<file path="src/rtl/usb_pkg.sv">
// Shared packet, state and default-timing definitions for the USB bulk endpoint controller.
package usb_pkg;

    localparam int DEFAULT_TIMEOUT_CYCLES = 128;

    typedef enum logic [2:0] {
        RX_NONE  = 3'd0,
        RX_OUT   = 3'd1,
        RX_IN    = 3'd2,
        RX_DATA0 = 3'd3,
        RX_DATA1 = 3'd4,
        RX_ACK   = 3'd5,
        RX_NAK   = 3'd6
    } rx_packet_t;

    typedef enum logic [2:0] {
        TX_NONE  = 3'd0,
        TX_DATA0 = 3'd1,
        TX_DATA1 = 3'd2,
        TX_ACK   = 3'd3,
        TX_NAK   = 3'd4
    } tx_packet_t;

    typedef enum logic [3:0] {
        S_IDLE,
        S_OUT_WAIT,
        S_OUT_ACK,
        S_OUT_NAK,
        S_IN_DATA,
        S_IN_WAIT_ACK,
        S_IN_NAK,
        S_TX_WAIT,
        S_FLUSH
    } ctrl_state_t;

    function automatic logic is_data_pid(input rx_packet_t p);
        return (p == RX_DATA0) || (p == RX_DATA1);
    endfunction

endpackage

</file>
<file path="src/rtl/usb_timeout_timer.sv">
// Saturating response timer: cleared by i_clr, counts while i_en, flags the last count.
module usb_timeout_timer #(
    parameter int TIMEOUT_CYCLES = 128
) (
    input  logic i_clk,
    input  logic i_rst,
    input  logic i_clr,
    input  logic i_en,
    output logic o_terminal
);

    localparam int CNT_W = (TIMEOUT_CYCLES > 2) ? $clog2(TIMEOUT_CYCLES) : 1;
    localparam logic [CNT_W-1:0] LAST = CNT_W'(TIMEOUT_CYCLES - 1);

    logic [CNT_W-1:0] r_count;

    // Holds at LAST so a late clear never sees a wrapped count.
    always_ff @(posedge i_clk or posedge i_rst) begin
        if (i_rst) begin
            r_count <= '0;
        end else if (i_clr) begin
            r_count <= '0;
        end else if (i_en && (r_count != LAST)) begin
            r_count <= r_count + 1'b1;
        end
    end

    assign o_terminal = i_en && !i_clr && (r_count == LAST);

endmodule

</file>
<file path="src/rtl/usb_bulk_ctrl.sv">
// USB bulk endpoint sequencer: OUT/IN handshakes, buffer commit/flush, response timeout.
// Build option: define USB_CTRL_TOGGLE_EN to enable DATA0/DATA1 toggle checking and tracking.
module usb_bulk_ctrl
    import usb_pkg::*;
#(
    parameter int  TIMEOUT_CYCLES = DEFAULT_TIMEOUT_CYCLES,
    parameter int  BUF_DEPTH      = 64,
    localparam int OCC_W          = $clog2(BUF_DEPTH) + 1
) (
    input  logic             i_clk,
    input  logic             i_rst,
    input  logic             i_rx_packet_valid,
    input  rx_packet_t       i_rx_packet,
    input  logic             i_rx_error,
    input  logic [OCC_W-1:0] i_buffer_occupancy,
    input  logic             i_in_ready,
    input  logic             i_tx_done,
    output logic             o_tx_start,
    output tx_packet_t       o_tx_packet,
    output logic             o_d_mode,
    output logic             o_rx_write_en,
    output logic             o_commit,
    output logic             o_flush,
    output logic             o_in_consume,
    output logic             o_timeout
);

    ctrl_state_t r_state;
    tx_packet_t  r_tx_packet;
    logic        r_nak_pending;
    logic        r_tx_start;
    logic        r_d_mode;
    logic        r_rx_write_en;
    logic        r_commit;
    logic        r_flush;
    logic        r_in_consume;

    logic        w_rx_ok;
    logic        w_rx_data;
    logic        w_tmr_en;
    logic        w_tmo;
    logic        w_data_match;
    logic        w_in_ack;
    tx_packet_t  w_in_pid;

    assign w_rx_ok   = i_rx_packet_valid && !i_rx_error;
    assign w_rx_data = w_rx_ok && is_data_pid(i_rx_packet);
    assign w_tmr_en  = (r_state == S_OUT_WAIT) || (r_state == S_IN_WAIT_ACK);
    assign w_in_ack  = (r_state == S_IN_WAIT_ACK) && w_rx_ok && (i_rx_packet == RX_ACK);

`ifdef USB_CTRL_TOGGLE_EN
    logic r_tog_out;
    logic r_tog_in;
    logic w_out_accept;

    assign w_data_match = ((i_rx_packet == RX_DATA1) == r_tog_out);
    assign w_in_pid     = r_tog_in ? TX_DATA1 : TX_DATA0;
    assign w_out_accept = (r_state == S_OUT_WAIT) && w_rx_data && !r_nak_pending && w_data_match;

    always_ff @(posedge i_clk or posedge i_rst) begin
        if (i_rst) begin
            r_tog_out <= 1'b0;
            r_tog_in  <= 1'b0;
        end else begin
            if (w_out_accept) r_tog_out <= ~r_tog_out;
            if (w_in_ack)     r_tog_in  <= ~r_tog_in;
        end
    end
`else
    assign w_data_match = 1'b1;
    assign w_in_pid     = TX_DATA0;
`endif

    usb_timeout_timer #(
        .TIMEOUT_CYCLES(TIMEOUT_CYCLES)
    ) u_timer (
        .i_clk     (i_clk),
        .i_rst     (i_rst),
        .i_clr     (!w_tmr_en),
        .i_en      (w_tmr_en),
        .o_terminal(w_tmo)
    );

    always_ff @(posedge i_clk or posedge i_rst) begin
        if (i_rst) begin
            r_state       <= S_IDLE;
            r_tx_packet   <= TX_NONE;
            r_nak_pending <= 1'b0;
            r_tx_start    <= 1'b0;
            r_d_mode      <= 1'b0;
            r_rx_write_en <= 1'b0;
            r_commit      <= 1'b0;
            r_flush       <= 1'b0;
            r_in_consume  <= 1'b0;
        end else begin
            r_tx_start   <= 1'b0;
            r_commit     <= 1'b0;
            r_flush      <= 1'b0;
            r_in_consume <= 1'b0;
            case (r_state)
                S_IDLE: begin
                    if (w_rx_ok && (i_rx_packet == RX_OUT)) begin
                        r_state       <= S_OUT_WAIT;
                        r_nak_pending <= (i_buffer_occupancy != '0);
                        r_rx_write_en <= (i_buffer_occupancy == '0);
                    end else if (w_rx_ok && (i_rx_packet == RX_IN)) begin
                        r_tx_start <= 1'b1;
                        r_d_mode   <= 1'b1;
                        if (i_in_ready && (i_buffer_occupancy != '0)) begin
                            r_state     <= S_IN_DATA;
                            r_tx_packet <= w_in_pid;
                        end else begin
                            r_state     <= S_IN_NAK;
                            r_tx_packet <= TX_NAK;
                        end
                    end
                end
                S_OUT_WAIT: begin
                    if (w_rx_data) begin
                        r_rx_write_en <= 1'b0;
                        r_tx_start    <= 1'b1;
                        r_d_mode      <= 1'b1;
                        if (r_nak_pending) begin
                            r_state     <= S_OUT_NAK;
                            r_tx_packet <= TX_NAK;
                            r_flush     <= 1'b1;
                        end else begin
                            // A toggle mismatch is a retried packet already committed: ACK it, drop the bytes.
                            r_state     <= S_OUT_ACK;
                            r_tx_packet <= TX_ACK;
                            r_commit    <= w_data_match;
                            r_flush     <= !w_data_match;
                        end
                    end else if (i_rx_error || i_rx_packet_valid || w_tmo) begin
                        r_rx_write_en <= 1'b0;
                        r_state       <= S_FLUSH;
                        r_flush       <= 1'b1;
                    end
                end
                S_OUT_ACK, S_OUT_NAK, S_IN_NAK, S_IN_DATA: begin
                    r_state <= S_TX_WAIT;
                end
                S_TX_WAIT: begin
                    if (i_tx_done) begin
                        r_d_mode    <= 1'b0;
                        r_tx_packet <= TX_NONE;
                        r_state     <= ((r_tx_packet == TX_DATA0) || (r_tx_packet == TX_DATA1))
                                       ? S_IN_WAIT_ACK : S_IDLE;
                    end
                end
                S_IN_WAIT_ACK: begin
                    if (w_in_ack) begin
                        r_in_consume <= 1'b1;
                        r_state      <= S_IDLE;
                    end else if (i_rx_error || i_rx_packet_valid || w_tmo) begin
                        r_state <= S_IDLE;
                    end
                end
                S_FLUSH: begin
                    r_state <= S_IDLE;
                end
                default: begin
                    r_state       <= S_IDLE;
                    r_tx_packet   <= TX_NONE;
                    r_d_mode      <= 1'b0;
                    r_rx_write_en <= 1'b0;
                end
            endcase
        end
    end

    assign o_tx_start    = r_tx_start;
    assign o_tx_packet   = r_tx_packet;
    assign o_d_mode      = r_d_mode;
    assign o_rx_write_en = r_rx_write_en;
    assign o_commit      = r_commit;
    assign o_flush       = r_flush;
    assign o_in_consume  = r_in_consume;
    assign o_timeout     = w_tmo;

endmodule

</file>
<file path="config.mk">
export PLATFORM = sky130hd
export DESIGN_NAME = usb_bulk_ctrl
export DESIGN_NICKNAME = d
export VERILOG_FILES = /design/src/rtl/usb_pkg.sv /design/src/rtl/usb_timeout_timer.sv /design/src/rtl/usb_bulk_ctrl.sv
export SDC_FILE = /design/constraint.sdc
export NUM_CORES = 1
export LEC_CHECK = 0
export BUFFER_PORTS_ARGS = -buffer_cell sky130_fd_sc_hd__buf_2
export CORE_MARGIN = 3
export CORE_UTILIZATION = 50
export CTS_CLUSTER_SIZE = 28
export DETAILED_ROUTE_END_ITERATION = 12
export PLACE_DENSITY = 0.79
export SYNTH_ARGS = -nofsm -noshare
export SYNTH_HDL_FRONTEND = slang
export SYNTH_SLANG_ARGS = --single-unit
</file>
<file path="constraint.sdc">
create_clock -name i_clk -period 2.6 [get_ports i_clk]
set_clock_uncertainty 0.15 [all_clocks]
set_input_delay 0.26 -clock i_clk [delete_from_list [all_inputs] [get_ports i_clk]]
set_output_delay 0.26 -clock i_clk [all_outputs]
set_load 0.01 [all_outputs]
</file>
==> results of run 1 <==
## worst max-delay path by stage
stage                                         from                      to  slack [ns]  depth (start not counted)
floorplan                   r_state[1]$_DFFE_PP0P_  r_state[2]$_DFFE_PP0P_        0.69                          6
global placement            r_state[0]$_DFFE_PP0P_  r_state[2]$_DFFE_PP0P_        0.58                          4
detailed placement          r_state[0]$_DFFE_PP0P_  r_state[2]$_DFFE_PP0P_        0.55                          4
CTS                 u_timer.r_count[0]$_DFFE_PP0P_               o_timeout        0.42                          5
global route        u_timer.r_count[0]$_DFFE_PP0P_               o_timeout        0.28                          5
finish              u_timer.r_count[0]$_DFFE_PP0P_               o_timeout        0.42                          5
## cell usage in the layout (no fill, tap or decap), types with 4 or more instances in the layout
cell and count:
nor2_1 11, a21oi_1 7, buf_2 25, dfrtp_1 21
nand2_1 7, o21ai_0 5, mux2_2 4, nand3_1 5
a211oi_1 4, xnor2_1 4, a31oi_1 5
## power breakdown
part	switching, mW	total (mW)	internal (mW)	leakage, nW
clock	0.108	0.166	0.0575	0.0177
combinational	0.246	0.479	0.233	0.353
sequential	0.110	0.510	0.400	0.282
## cell type report
type                            count  area [sq um]
Timing Repair Buffer               26           135
Sequential cell                    21           526
Multi-Input combinational cell     97           651
Tap cell                           28          35.0
Clock buffer                        3          22.5
Clock inverter                      1          5.00
Fill cell                         195           891
Inverter                            3          11.3
## critical path: stages, from the launching register on
cell	delay, ns
dfrtp_1	0.42
ha_1	0.19
and3_1	0.34
nand2_1	0.24
nor2_1	0.13
buf_2	0.14
## logic make-up after synthesis
group,count (synthesis)
buf+inv,10
fa+ha+maj,1
simple gates,51
compound gates,36
xor+xnor,5
flops,21
mux,4
## what timing repair did
action / CTS / global route
hold buffers: 1 / 0
buffers inserted: 0 / 0
hold endpoints to repair: 21 / 0
## state kept, by name, indices dropped and copies added, names as in the netlist
name,cells
u_timer.r_count,7
r_state,4
o_tx_packet,3
o_commit,1
o_d_mode,1
o_flush,1
o_in_consume,1
o_rx_write_en,1
o_tx_start,1
r_nak_pending,1
## per-layer routing
metal | GRT usage | vias up | routed length [um]
met4 | 0.0625 | 0 | 35
met2 | 0.289 | 48 | 1270
met5 | 0 | - | 0
li1 | - | 526 | -
met3 | 0.0209 | 4 | 196
met1 | 0.264 | 492 | 1170
==> flow_summary.json, run 1 <==
{
  "status": "finished clean",
  "fin_crit_sh": 0.837,
  "antenna_found_initial": 0,
  "cts_buffer_depth": 2,
  "max_clock_freq_mhz": 459,
  "yosys.area_share.adder": 0.0102,
  "start_kind": "flip-flop",
  "n_antenna_cell": 0,
  "synth_simple_gate_area_share": 0.243,
  "die_height_um": 55.6,
  "synth.yosys.warnings": 0,
  "synth.net_count": 145,
  "syn_area_per_cell_sq_um": 9.60,
  "die_x_um": 55.6,
  "clock_tree_from_tritoncts": "yes",
  "min_period_ns": 2.18,
  "fin_tns_setup_ns": 0,
  "placed_cells": 174,
  "synth_most_common_cell": "dfrtp_1",
  "pins_over_their_slew_limit": 0,
  "crit_path_max_fanout": 9,
  "synth_top_area_frac": 0.428,
  "postCtsResizedCells": 0,
  "core_sq_um": 2280,
  "worst-endpoint-arrival_ns": 1.77,
  "drive_above_1_share": 0.252,
  "std_cell_rows": 17,
  "main_combinational_cell_family_by_area_after_synthesis": "simple AND/OR/NAND/NOR gates",
  "gr-usage-all-layers": 0.184,
  "synth.top_cells.by_area": "dfrtp_1, mux2_2, nor2_1",
  "gp_congestion": 0.939,
  "initialDrtViolationCount": 28,
  "hold_violations": 0,
  "yosys_register_bits": 21,
  "yosys_most_used_dff": "dfrtp_1",
  "p_leak_nw": 0.653,
  "wl_per_cell_um": 14.9,
  "worst_r2r_endpoint": "o_rx_write_en$_DFFE_PP0P_",
  "crit_type": "flip-flop to primary output",
  "rsz0062_at_grt": "no",
  "timing_worst_slew_pin_value_ns": 0.811,
  "post-route-cell-area_sq_um": 1390,
  "clock_transition_at_the_registers_of_the_reported_paths_ns": 0.13,
  "design_power_total_mw": 1.15,
  "yosysUniqueCellTypes": 43,
  "synth_enable_flop_cells": 0,
  "synthCells": 128,
  "remaining_drc_errors": 0,
  "finalWorstSetupSlack_ns": 0.423,
  "dp.final_hpwl_um": 2070,
  "synth_async_sr_flop_share": 1.00,
  "grt_pass1_vias": 1009,
  "min_path_cells": 3,
  "timing.reg2reg.worst_path_depth": 4,
  "seq_area_frac_synth": 0.428,
  "ant_nets": 0,
  "muxShareOfSynthArea": 0.0367,
  "cts.sink_count": 21,
  "finalHoldWorstSlack_ns": 0.0579,
  "cts-htree-levels": 1,
  "route.vias.total": 1070,
  "max_cap_viol_count": 0,
  "synth.top_cells.by_count": "dfrtp_1, nor2_1, a21oi_1, nand2_1",
  "worst_ep_required_time_ns": 2.19,
  "synth.cell_area_sq_um": 1230,
  "r2r-start": "r_state[0]$_DFFE_PP0P_",
  "cts.root.buffer_cell": "clkbuf_4",
  "xor_and_xnor_area_share_after_synthesis": 0.0356,
  "vdd_ir_drop_max_v": 0.000470,
  "min_from": "i_rx_packet[2]",
  "layout.core_utilization": 0.609,
  "totalWireLength_um": 2670,
  "dieArea_sq_um": 3090,
  "power_density_nw_per_um2": 833,
  "worst-r2r-setup-slack_ns": 0.46,
  "layout.nets": 169,
  "detail_route.first_pass.iterations": 4,
  "avgViaCountPerCell": 5.98,
  "report.final.setup_viol": 0,
  "grt_pass1_wl_um": 4650,
  "holdPathEnd": "o_in_consume$_DFF_PP0_",
  "slew_headroom": 0.459,
  "area.growth.synth_to_final_pct": 12.7,
  "crit_path_end_kind": "primary output",
  "clk_latency_ns": 0.31,
  "hold_path.class": "input pin to flip-flop",
  "total_clock_buffers_created_by_cts": 3,
  "dpl-instance-area_sq_um": 1350,
  "initial_utilization": 0.540,
  "grt.overflow.total": 0,
  "port_buffers": 25,
  "grt_max_degree": 22,
  "top_level_ports": 26,
  "pre_cts_ws_ns": 0.548,
  "yosysTopAreaCell": "dfrtp_1",
  "stdcell_count": 179,
  "fraction_of_the_mapped_netlist_area_in_compound_gates": 0.204
}
Power figures use the tool's default switching activity.
==> run 2, diff against run 1 <==
--- a/config.mk
+++ b/config.mk
@@ -7,7 +7,7 @@
 export LEC_CHECK = 0
 export BUFFER_PORTS_ARGS = -buffer_cell sky130_fd_sc_hd__buf_2
 export CORE_MARGIN = 3
-export CORE_UTILIZATION = 50
+export CORE_UTILIZATION = 48
 export CTS_CLUSTER_SIZE = 28
 export DETAILED_ROUTE_END_ITERATION = 12
 export PLACE_DENSITY = 0.79
==> constraint.sdc (replaced) <==
create_clock -name i_clk -period 1.8 [get_ports i_clk]
set_clock_uncertainty 0.15 [all_clocks]
set_input_delay 0.18 -clock i_clk [delete_from_list [all_inputs] [get_ports i_clk]]
set_output_delay 0.18 -clock i_clk [all_outputs]
set_load 0.01 [all_outputs]
==> flow_summary.json, run 2 (synthesis gave the netlist of run 1 again) <==
{
  "clock_transition_at_the_registers_of_the_reported_paths_ns": 0.12,
  "gr-usage-all-layers": 0.216,
  "layout.nets": 204,
  "power.share.switching": 0.377,
  "max_cap_viol_count": 0,
  "finalWorstSetupSlack_ns": -0.127,
  "gp_congestion": 0.884,
  "detail_route.wirelength.met1_um": 1370,
  "grt_pass1_wl_um": 5440,
  "finalHoldWorstSlack_ns": 0.0846,
  "wl_per_cell_um": 15.4,
  "die_height_um": 56.6,
  "hold_violations": 0,
  "violations": "negative setup slack",
  "std_cell_rows": 17,
  "totalWireLength_um": 3300,
  "cts-htree-levels": 1,
  "part_of_the_power_in_the_clock_network": 0.107,
  "worst-endpoint-arrival_ns": 1.60,
  "fillerInstances": 167,
  "p_sw_uw": 819,
  "remaining_drc_errors": 0,
  "power_density_nw_per_um2": 1270,
  "antenna_found_initial": 0,
  "highest_layer": "met4",
  "clock_tree_from_tritoncts": "yes",
  "worst-r2r-setup-slack_ns": -0.11,
  "top_level_ports": 26,
  "layout.cells.most_common": "buf_4",
  "hold_path.class": "input pin to flip-flop",
  "clk_latency_ns": 0.31,
  "share_seq_of_total_power": 0.313,
  "rsz0062_at_grt": "yes",
  "grt_pass1_vias": 1142,
  "crit_type": "flip-flop to primary output",
  "slew_headroom": 0.729,
  "status": "complete, but fails checks",
  "fin_crit_sh": 1.07,
  "timing_worst_slew_pin_value_ns": 0.403,
  "cts_buffer_depth": 2,
  "mostFrequentLayoutCells": "buf_4, buf_2, dfrtp_1",
  "ant_nets": 0,
  "grt_max_degree": 22,
  "core_sq_um": 2320,
  "report.final.setup_viol": 9,
  "start_kind": "flip-flop",
  "drive_above_1_share": 0.441,
  "met2RoutedLength_um": 1640,
  "power.combinational.fraction": 0.580,
  "worst_ep_required_time_ns": 1.47,
  "p_leak_nw": 0.846,
  "post-route-cell-area_sq_um": 1720,
  "n_antenna_cell": 0,
  "avgViaCountPerCell": 5.73,
  "initial_utilization": 0.530,
  "min_period_ns": 1.93,
  "grt.overflow.total": 0,
  "pre_cts_ws_ns": -0.0826,
  "design_internal_power_mw": 1.36,
  "area.growth.synth_to_final_pct": 39.7,
  "total_clock_buffers_created_by_cts": 3,
  "vdd_ir_drop_max_v": 0.000704,
  "pins_over_their_slew_limit": 0,
  "cts.sink_count": 21,
  "route.vias.total": 1227,
  "dp.final_hpwl_um": 2500,
  "dpl-instance-area_sq_um": 1570,
  "cts.root.buffer_cell": "clkbuf_4",
  "port_buffers": 25,
  "detail_route.first_pass.iterations": 4,
  "max_clock_freq_mhz": 519,
  "dieArea_sq_um": 3200,
  "crit_path_end_kind": "primary output",
  "initialDrtViolationCount": 41,
  "max_flop_register": "u_timer.r_count",
  "crit_path_max_fanout": 4,
  "wl_met3_um": 197,
  "die_x_um": 56.6,
  "largest_reg_flops": 7
}
[run 2: metal layers]
layer | up-vias | global-route usage
li1 | 593 | -
met1 | 571 | 0.293
met2 | 55 | 0.355
met3 | 8 | 0.0207
met4 | 0 | 0.0814
met5 | - | 0
[run 2: final cells by class]
cell class	instances	area, sq um	share of cell area
clock buffers	4	26.3	0.0153
inverters	3	11.3	0.00656
multi-input cells	97	701	0.408
flip-flops and latches	21	527	0.307
well taps	28	35.0	0.0204
repair buffers	61	417	0.243
[run 2: through the flow]
step	power, mW	instances	setup TNS (ns)	util
after CTS	2.06	211	-0.547	0.718
after global routing	2.31	214	-1.19	0.740
after detailed placement	1.74	202	-0.257	0.676
final	2.18	214	-0.655	0.740
after floorplan	1.33	128	-0.195	-
after global placement	1.72	202	-0.149	0.676
[run 2: timing repair]
action	CTS	global route
pin swaps	2	6
hold endpoints to repair	21	0
hold buffers	1	0
gates resized for setup	8	12
buffers inserted	4	3
endpoints found under the setup margin	10	14
[run 2: critical path, cell delays in order (launching register included)]
cell	delay (ns)
dfrtp_1	0.44
buf_6	0.14
or3b_4	0.37
buf_6	0.12
nor2_1	0.08
buf_2	0.13
[run 2: power groups by stage]
| stage | sequential (mW) | clock, mW | combinational (mW) |
|---|---|---|---|
| floorplan | 0.666 | 0 | 0.663 |
| global placement | 0.673 | 0 | 1.05 |
| detailed placement | 0.679 | 0 | 1.07 |
| CTS | 0.666 | 0.232 | 1.17 |
| global route | 0.692 | 0.255 | 1.36 |
| finish | 0.680 | 0.233 | 1.26 |
[run 2: path summary, 6_finish.rpt]
check                                                from                              to  depth (start not counted)
worst max-delay path               r_state[1]$_DFFE_PP0P_                       o_timeout                          5
worst min-delay path                       i_rx_packet[2]          o_in_consume$_DFF_PP0_                          4
worst max register to register     r_state[1]$_DFFE_PP0P_      o_tx_packet[2]$_DFFE_PP0P_                          4
worst min register to register  o_rx_write_en$_DFFE_PP0P_       o_rx_write_en$_DFFE_PP0P_                          1
max in group asynchronous                           i_rst          r_state[0]$_DFFE_PP0P_                          4
min in group asynchronous                           i_rst  u_timer.r_count[2]$_DFFE_PP0P_                          4
==> run 3, diff against run 2 <==
--- a/config.mk
+++ b/config.mk
@@ -6,7 +6,6 @@
 export NUM_CORES = 1
 export LEC_CHECK = 0
 export BUFFER_PORTS_ARGS = -buffer_cell sky130_fd_sc_hd__buf_2
-export CORE_MARGIN = 3
 export CORE_UTILIZATION = 48
 export CTS_CLUSTER_SIZE = 28
 export DETAILED_ROUTE_END_ITERATION = 12
==> flow_summary.json, run 3 (synthesis gave the netlist of run 1 again) <==
{
  "status": "complete, but fails checks",
  "violations": "negative setup slack",
  "core_sq_um": 2320,
  "hold_violations": 0,
  "port_buffers": 25,
  "finalHoldWorstSlack_ns": 0.0989,
  "crit_path_max_fanout": 4,
  "total_clock_buffers_created_by_cts": 3,
  "post-route-cell-area_sq_um": 1690,
  "initialDrtViolationCount": 34,
  "rsz0062_at_grt": "yes",
  "cts.sink_count": 21,
  "top_level_ports": 26,
  "wl_per_cell_um": 15.6,
  "avgViaCountPerCell": 5.76,
  "ant_nets": 0,
  "p_leak_nw": 0.820,
  "largest_reg_flops": 7,
  "grt_pass1_vias": 1213,
  "cts.root.buffer_cell": "clkbuf_4",
  "cts-htree-levels": 1,
  "report.final.setup_viol": 6,
  "gr-usage-all-layers": 0.279,
  "clock_tree_from_tritoncts": "yes",
  "die_x_um": 52.6,
  "dieArea_sq_um": 2770,
  "grt.overflow.total": 0,
  "layout.core_utilization": 0.729,
  "drive_above_1_share": 0.426,
  "min_period_ns": 1.89,
  "dpl-instance-area_sq_um": 1560,
  "worst_ep_required_time_ns": 1.47,
  "dp.final_hpwl_um": 2510,
  "worst-r2r-setup-slack_ns": -0.08,
  "start_kind": "flip-flop",
  "fin_crit_sh": 1.05,
  "n_antenna_cell": 0,
  "area.growth.synth_to_final_pct": 37.6,
  "vdd_ir_drop_max_v": 0.000770,
  "pins_over_their_slew_limit": 0,
  "power_density_nw_per_um2": 1310,
  "area.sequential_sq_um": 528,
  "layout.cells.most_common": "buf_4",
  "clk_latency_ns": 0.31,
  "design_power_total_mw": 2.21,
  "initial_utilization": 0.530,
  "fillerInstances": 171,
  "worst-endpoint-arrival_ns": 1.56,
  "remaining_drc_errors": 0,
  "placed_cells": 201,
  "crit_type": "flip-flop to primary output",
  "std_cell_rows": 17,
  "multi_input_area_sq_um": 703,
  "slew_headroom": 0.687,
  "hold_path.class": "input pin to flip-flop",
  "fin_tns_setup_ns": -0.279,
  "crit_path_end_kind": "primary output",
  "die_height_um": 52.6,
  "grt_max_degree": 22,
  "timing_worst_slew_pin_value_ns": 0.463,
  "stdcell_count": 211,
  "mostFrequentLayoutCells": "buf_4, buf_2, dfrtp_1",
  "max_flop_register": "u_timer.r_count",
  "gp_congestion": 0.956,
  "antenna_found_initial": 0,
  "grt_pass1_wl_um": 5420,
  "cts_buffer_depth": 2,
  "layout.nets": 201,
  "clock_transition_at_the_registers_of_the_reported_paths_ns": 0.12,
  "detail_route.first_pass.iterations": 4,
  "pre_cts_ws_ns": -0.104,
  "max_cap_viol_count": 0,
  "finalWorstSetupSlack_ns": -0.0880,
  "max_clock_freq_mhz": 530,
  "totalWireLength_um": 3290,
  "route.vias.total": 1216
}
==> run 3: cell count changes in the layout (fill, tap and decap cells not counted), sizes merged <==
| cell | change |
|---|---|
| clkinvlp | +1 |
| clkbuf | -1 |
| buf | -3 |
==> run 3: path summary, 6_finish.rpt <==
kind | startpoint | end | depth (start not counted)
min reg2reg | u_timer.r_count[6]$_DFFE_PP0P_ | u_timer.r_count[6]$_DFFE_PP0P_ | 2
min in group asynchronous | i_rst | u_timer.r_count[6]$_DFFE_PP0P_ | 4
min | i_rx_packet[2] | o_in_consume$_DFF_PP0_ | 4
max in group asynchronous | i_rst | r_state[0]$_DFFE_PP0P_ | 4
max | r_state[1]$_DFFE_PP0P_ | o_timeout | 5
max reg2reg | r_state[1]$_DFFE_PP0P_ | r_state[2]$_DFFE_PP0P_ | 5
==> run 3: metal layers <==
layer	track usage	share of wire	vias to the layer above
li1	-	-	584
met1	0.330	0.41	581
met2	0.496	0.52	43
met3	0.0261	0.037	8
met4	0.140	0.026	0
met5	0	0	-
==> run 3: final cells by class <==
class,count,area share
Clock buffer,3,0.0133
Inverter,3,0.00666
Sequential cell,21,0.312
Timing Repair Buffer,58,0.226
Clock inverter,1,0.00444
Multi-Input combinational cell,97,0.416
Tap cell,28,0.0207
==> run 3: critical path: stages, from the launching register on <==
cell,delay [ns]
dfrtp_1,0.43
buf_6,0.13
or3b_4,0.37
buf_6,0.12
nor2_1,0.07
buf_2,0.13
==> run 3: what timing repair did <==
action                     CTS  global route
hold endpoints to repair    21             0
gates resized for setup      9             6
setup buffers                4             1
pin swaps                    6             6
setup endpoints to repair   10            13
hold buffers                 1             0
==> run 3: power breakdown <==
group	internal (mW)	total, mW	switching, mW
sequential	0.582	0.693	0.111
clock	0.0848	0.242	0.157
combinational	0.682	1.27	0.591
total	1.35	2.21	0.859
